==> src/rtl/led_pkg.sv <==
// Shared definitions for the LED step controller.
// Provides the run/pause state type, the speed width and type, and the
// default clock-divider and debounce constants used by the RTL.
package led_pkg;

    localparam int SPEED_W          = 2;
    localparam int DEF_BASE_DIV     = 4;
    localparam int DEF_DEBOUNCE_CYC = 4;

    typedef logic [SPEED_W-1:0] speed_t;

    typedef enum logic {
        RUN   = 1'b0,
        PAUSE = 1'b1
    } run_state_e;

endpackage

==> src/rtl/led_step_ctrl_if.sv <==
// Signal bundle between the LED step controller and its environment.
//   btn_speed, btn_pause : raw push-buttons (to controller)
//   dir_sw               : raw direction slide switch (to controller)
//   step                 : single-clock advance pulse (from controller)
//   dir                  : direction qualifier, valid while step is high
//   speed                : current speed level, 0 slowest .. 3 fastest
//   running              : high in RUN, low in PAUSE
// master = the board/environment side, slave = the controller.
interface led_step_ctrl_if;

    logic            btn_speed;
    logic            btn_pause;
    logic            dir_sw;
    logic            step;
    logic            dir;
    led_pkg::speed_t speed;
    logic            running;

    modport master (
        output btn_speed, btn_pause, dir_sw,
        input  step, dir, speed, running
    );

    modport slave (
        input  btn_speed, btn_pause, dir_sw,
        output step, dir, speed, running
    );

endinterface

==> src/rtl/led_debounce.sv <==
// Button conditioning: 2-flop synchroniser, debounce filter and rising-edge
// press detector.
//   clk     : system clock
//   reset   : asynchronous active-low reset
//   raw_i   : raw asynchronous button level
//   press_o : one-clock pulse on each accepted 0->1 transition
module led_debounce
    import led_pkg::*;
#(
    parameter int DEBOUNCE_CYC = DEF_DEBOUNCE_CYC
) (
    input  logic clk,
    input  logic reset,
    input  logic raw_i,
    output logic press_o
);

    localparam int                CNT_W    = $clog2(DEBOUNCE_CYC + 1);
    localparam logic [CNT_W-1:0] CNT_LAST = CNT_W'(DEBOUNCE_CYC - 1);

    logic             meta_q;
    logic             sync_q;
    logic             level_q;
    logic             level_d;
    logic             prev_q;
    logic [CNT_W-1:0] cnt_q;
    logic [CNT_W-1:0] cnt_d;

    // NOTE: every register in an always_ff takes a non-blocking assignment so
    // all flops sample the values from before the edge, as real hardware does.
    always_ff @(posedge clk or negedge reset) begin
        if (!reset) begin
            meta_q  <= 1'b0;
            sync_q  <= 1'b0;
            level_q <= 1'b0;
            prev_q  <= 1'b0;
            cnt_q   <= '0;
        end else begin
            meta_q  <= raw_i;
            sync_q  <= meta_q;
            level_q <= level_d;
            prev_q  <= level_q;
            cnt_q   <= cnt_d;
        end
    end

    // Count consecutive clocks on which the synchronised input disagrees with
    // the accepted level; any agreement restarts the count, so a glitch
    // shorter than DEBOUNCE_CYC clocks never reaches the accepted level.
    // NOTE: every signal written here gets a default first, so no path leaves
    // it unassigned and no latch is inferred.
    always_comb begin
        level_d = level_q;
        cnt_d   = '0;
        if (sync_q != level_q) begin
            if (cnt_q == CNT_LAST) begin
                level_d = sync_q;
            end else begin
                cnt_d = cnt_q + 1'b1;
            end
        end
    end

    assign press_o = level_q & ~prev_q;

endmodule

==> src/rtl/led_step_ctrl.sv <==
// Step-pulse generator for an 8-LED chaser.
//   clk   : system clock, all state updates on its rising edge
//   reset : asynchronous active-low reset
//   io    : slave side of led_step_ctrl_if (buttons, switch in; step, dir,
//           speed, running out)
// A prescaler emits one step every BASE_DIV * 2^(3-speed) clocks while in
// RUN. The speed button cycles the speed level and restarts the period; the
// pause button toggles RUN/PAUSE, with the prescaler frozen in PAUSE.
module led_step_ctrl
    import led_pkg::*;
#(
    parameter int BASE_DIV     = DEF_BASE_DIV,
    parameter int DEBOUNCE_CYC = DEF_DEBOUNCE_CYC
) (
    input  logic           clk,
    input  logic           reset,
    led_step_ctrl_if.slave io
);

    // Wide enough for the slowest period minus one: 8*BASE_DIV-1.
    localparam int CNT_W = $clog2(8 * BASE_DIV);
    typedef logic [CNT_W-1:0] cnt_t;

    logic       speed_ev;
    logic       pause_ev;
    logic       dir_meta_q;
    logic       dir_sync_q;
    run_state_e state_q;
    run_state_e state_d;
    cnt_t       cnt_q;
    cnt_t       cnt_d;
    cnt_t       cnt_last;
    speed_t     speed_q;
    speed_t     speed_d;
    logic       dir_q;
    logic       dir_d;
    logic       step_c;

    led_debounce #(.DEBOUNCE_CYC(DEBOUNCE_CYC)) u_db_speed (
        .clk     (clk),
        .reset   (reset),
        .raw_i   (io.btn_speed),
        .press_o (speed_ev)
    );

    led_debounce #(.DEBOUNCE_CYC(DEBOUNCE_CYC)) u_db_pause (
        .clk     (clk),
        .reset   (reset),
        .raw_i   (io.btn_pause),
        .press_o (pause_ev)
    );

    // The slide switch is only synchronised; it is sampled at step time, so
    // contact bounce between steps is harmless.
    always_ff @(posedge clk or negedge reset) begin
        if (!reset) begin
            dir_meta_q <= 1'b0;
            dir_sync_q <= 1'b0;
        end else begin
            dir_meta_q <= io.dir_sw;
            dir_sync_q <= dir_meta_q;
        end
    end

    always_comb begin
        case (speed_q)
            2'd0:    cnt_last = cnt_t'(8 * BASE_DIV - 1);
            2'd1:    cnt_last = cnt_t'(4 * BASE_DIV - 1);
            2'd2:    cnt_last = cnt_t'(2 * BASE_DIV - 1);
            default: cnt_last = cnt_t'(BASE_DIV - 1);
        endcase
    end

    always_ff @(posedge clk or negedge reset) begin
        if (!reset) begin
            state_q <= RUN;
            cnt_q   <= '0;
            speed_q <= '0;
            dir_q   <= 1'b0;
        end else begin
            state_q <= state_d;
            cnt_q   <= cnt_d;
            speed_q <= speed_d;
            dir_q   <= dir_d;
        end
    end

    // Counting is gated by the current state, so the clock carrying a pause
    // event still counts and the clock carrying the resume event does not.
    // A speed event takes priority over the prescaler: the period restarts
    // and no step is issued in that clock.
    always_comb begin
        state_d = state_q;
        cnt_d   = cnt_q;
        speed_d = speed_q;
        dir_d   = dir_q;
        step_c  = 1'b0;

        if (pause_ev) begin
            state_d = (state_q == RUN) ? PAUSE : RUN;
        end

        if (speed_ev) begin
            speed_d = speed_q + 1'b1;
            cnt_d   = '0;
        end else if (state_q == RUN) begin
            if (cnt_q == cnt_last) begin
                step_c = 1'b1;
                cnt_d  = '0;
                dir_d  = dir_sync_q;
            end else begin
                cnt_d = cnt_q + 1'b1;
            end
        end
    end

    // During a step the freshly sampled direction is presented directly, and
    // the register keeps it steady until the next step.
    assign io.step    = step_c;
    assign io.dir     = step_c ? dir_sync_q : dir_q;
    assign io.speed   = speed_q;
    assign io.running = (state_q == RUN);

endmodule

==> src/flat_wrapper.sv <==
// flat-port wrapper written by rule: the top's interface ports become plain ports
module led_step_ctrl_flat import led_pkg::*;
#(
    parameter int BASE_DIV     = DEF_BASE_DIV,
    parameter int DEBOUNCE_CYC = DEF_DEBOUNCE_CYC
)
  (clk, reset, io_btn_speed, io_btn_pause, io_dir_sw, io_step, io_dir, io_speed, io_running);
  led_step_ctrl_if io_i ();
  input  logic clk;
  input  logic reset;
  input wire logic [$bits(io_i.btn_speed)-1:0] io_btn_speed;
  input wire logic [$bits(io_i.btn_pause)-1:0] io_btn_pause;
  input wire logic [$bits(io_i.dir_sw)-1:0] io_dir_sw;
  output wire logic [$bits(io_i.step)-1:0] io_step;
  output wire logic [$bits(io_i.dir)-1:0] io_dir;
  output wire logic [$bits(io_i.speed)-1:0] io_speed;
  output wire logic [$bits(io_i.running)-1:0] io_running;
  assign io_i.btn_speed = io_btn_speed;
  assign io_i.btn_pause = io_btn_pause;
  assign io_i.dir_sw = io_dir_sw;
  assign io_step = io_i.step;
  assign io_dir = io_i.dir;
  assign io_speed = io_i.speed;
  assign io_running = io_i.running;
  led_step_ctrl #(.BASE_DIV(BASE_DIV), .DEBOUNCE_CYC(DEBOUNCE_CYC)) u_core (.clk(clk), .reset(reset), .io(io_i));
endmodule
==> config.mk <==
export PLATFORM = sky130hd
export DESIGN_NAME = led_step_ctrl_flat
export DESIGN_NICKNAME = d
export VERILOG_FILES = /design/src/rtl/led_pkg.sv /design/src/rtl/led_step_ctrl_if.sv /design/src/rtl/led_debounce.sv /design/src/rtl/led_step_ctrl.sv /design/src/flat_wrapper.sv
export SDC_FILE = /design/constraint.sdc
export NUM_CORES = 1
export LEC_CHECK = 0
export CORE_MARGIN = 4
export CORE_UTILIZATION = 49
export DETAILED_ROUTE_END_ITERATION = 10
export GPL_TIMING_DRIVEN = 0
export PLACE_DENSITY = 0.7
export SETUP_SLACK_MARGIN = 0.2
export SLEW_MARGIN = 20
export SYNTH_ARGS = -nofsm -noshare
export SYNTH_HDL_FRONTEND = slang
export SYNTH_SLANG_ARGS = --single-unit
==> constraint.sdc <==
create_clock -name clk -period 2.25 [get_ports clk]
set_input_delay 0.675 -clock clk [delete_from_list [all_inputs] [get_ports clk]]
set_output_delay 0.675 -clock clk [all_outputs]
set_load 0.1 [all_outputs]
==> qor.yml <==
status: "complete, but fails checks"
violations: "negative setup slack"
portBuffers: 9
fin_total_pwr_mw: 1.77
wl_per_cell_um: 12.7
cts_max_level: 1
track_usage: 0.135
layout.nets: 120
setup_viol: 4
power_density_mw_per_mm2: 1280
post-place-ws_ns: -1.22
postCtsHoldBufs: 0
yosysWarnings: 0
cts_tree: "done"
die-width_um: 54.3
pwr-share-clk: 0.107
swShare: 0.432
drc: 0
stdcell_count: 135
crit_fanout: 4
switching_power_mw: 0.764
gr-total-overflow: 0
layout_common_cells: "23 x dfrtp_1, 8 x buf_6, 7 x nand2_1"
boundaryPins: 10
dp_cells: 119
antennaDiodeCount: 0
cts.sinks: 25
grt_pass1_wl_um: 2800
cts_buffers: 3
drv_cap: 0
whs_ns: 0.332
final.period_utilization: 1.27
worst-path-buf-inv: 1
maxSlewHeadroom: 0.367
worstPathCellList: "ha_4 -> xnor2_2 -> nor4b_2 -> a21oi_2 -> nor3_4 -> mux2_4 -> buf_12"
intPower_mw: 1.00
grt_antenna_before_repair: 0
fin_skew_ns: 0.00461
die_h_um: 54.3
cts_buffer_depth: 2
syn-num-nets: 94
max_stage_delay_ns: 0.53
clk_pin_slew_ns: 0.13
drt-pass1-iter-count: 4
gp_congestion: 0.654
clock_latency_ns: 0.30
critical_path.slowest_cell: "dfrtp_4"
coreArea_mm2: 0.00200
vdd_drop_max_mv: 0.731
drt_iter0_drc: 6
grt_max_degree: 26
ys_top_cells_by_area: "dfrtp_1 60%, ha_1 7.2%, xnor2_1 5.8%, nor2b_1 3.0%, nand2_1 2.5%"
post_synth.cell_area_avg_um2: 12.6
rsz0062_at_grt: "yes"
hold_class: "in -> async"
ant_nets: 0
hold_violations: 0
worst_setup_path_end_kind: "output pin"
vias: 673
combPwrFrac: 0.489
min_period_ns: 2.87
layout_commonest_cell: "dfrtp_1"
yosysUniqueCellTypes: 23
required_ns: 1.57
rows: 16
finalMaxSlewViolations: 0
synth_top_area_frac: 0.596
grt_pass1_vias: 659
drive_above_1_share: 0.333
yosysTopAreaCell: "dfrtp_1"
worst_pin_slew_ns: 0.953
dp_hpwl_um: 1060
areaGrowthSynthToFinish_pct: 31.8
crit_arrival_ns: 2.19
sequentialPowerShare: 0.404
ys_seq_area_frac: 0.596
p_leak_nw: 0.617
place_area_mm2: 0.00120
final_area_mm2: 0.00138
synth-seq-cells: 25
root_buffer: "clkbuf_4"
syn_area_mm2: 0.00105
fmax_ghz: 0.349
avgViaCountPerCell: 4.99
initial_core_util: 0.524
layout_setup_ws_ns: -0.616
synthCells: 83
path_delay_family: "flip-flops"
crit_type: "reg -> out"
wl_um: 1710
critPathLaunchType: "flip-flop"
die_area_mm2: 0.00295
[power groups by stage]
stage	sequential (mW)	combinational [mW]	clock (mW)
finish	0.715	0.864	0.189
global route	0.738	0.943	0.221
CTS	0.715	0.812	0.197
detailed placement	0.720	0.773	0
global placement	0.712	0.752	0
floorplan	0.828	0.497	0
[stage by stage]
step	utilization	TNS (ns)
floorplan	-	-2.30
global placement	0.598	-2.47
detailed placement	0.598	-2.53
CTS	0.643	-1.19
global route	0.691	-2.09
finish	0.691	-1.63
[final cells by class]
type                            count  area [µm²]
Timing Repair Buffer               21         221
Tap cell                           27        33.8
Sequential cell                    25         633
Inverter                            3        11.3
Buffer                              1        3.75
Fill cell                         149         618
Clock buffer                        4        26.3
Multi-Input combinational cell     54         454
[synthesized netlist by cell type, drive strengths merged]
cell type / n
dfrtp: 25
nor3b: 3
ha: 6
clkbuf: 1
nand2: 7
o21bai: 1
mux2: 4
o21ai: 1
nand4: 2
nor2b: 5
nand3: 2
xnor2: 7
inv: 3
nand2b: 1
xor2: 2
nor4b: 1
nor2: 4
nor3: 3
and3b: 1
a21oi: 4
[sequential cells by signal (all words and copies together), names as in the netlist, 2 cells and up]
name,cells
u_core.cnt_q,5
u_core.io.speed,2
u_core.u_db_pause.cnt_q,3
u_core.u_db_speed.cnt_q,3
[path summary, 6_finish.rpt]
path / from / to / slack (ns) / cells past startpoint
worst min-delay path: reset / u_core.cnt_q[0] / 0.33 / 1
worst min register to register: u_core.dir_meta_q / u_core.dir_sync_q / 0.37 / 0
worst max-delay path: u_core.io.speed[0] / io_dir / -0.62 / 7
worst max register to register: u_core.io.speed[0] / u_core.dir_q / -0.46 / 16
max in group asynchronous: reset / u_core.io.speed[1] / 1.53 / 1
min in group clk: u_core.dir_meta_q / u_core.dir_sync_q / 0.37 / 0
[worst reg2reg max path, stage by stage, from the launching register on]
cell,delay [ns]
dfrtp_4,0.53
ha_4,0.19
buf_4,0.14
nor2b_4,0.11
xnor2_2,0.07
a21oi_2,0.22
nor3_4,0.06
buf_4,0.15
buf_6,0.12
buf_4,0.13
buf_6,0.11
buf_6,0.10
buf_6,0.10
buf_6,0.11
buf_6,0.11
buf_6,0.10
mux2_4,0.29
[routing by layer]
metal  track usage  routed length [µm]
met1         0.162                 651
met2         0.239                 946
met3        0.0327                  80
met4        0.0373                  34
met5             0                   0
[what timing repair did]
action / in CTS / in global routing
buffers inserted: 4 / 8
gates resized for setup: 31 / 12
setup endpoints to repair: 5 / 6
pin swaps: 2 / 0
[logic make-up (layout without fill, tap and decap cells)]
logic type,after synthesis,count (layout),share of synthesized area
AND/OR/NAND/NOR,29,29,0.166
adder cells (fa/ha/maj),6,6,0.0715
AO/OA/AOI/OAI,6,6,0.0346
flip-flops,25,25,0.596
buffers and inverters,4,29,0.0143
XOR/XNOR,9,9,0.0751
multiplexers,4,4,0.0429
Power figures use the tool's default switching activity.
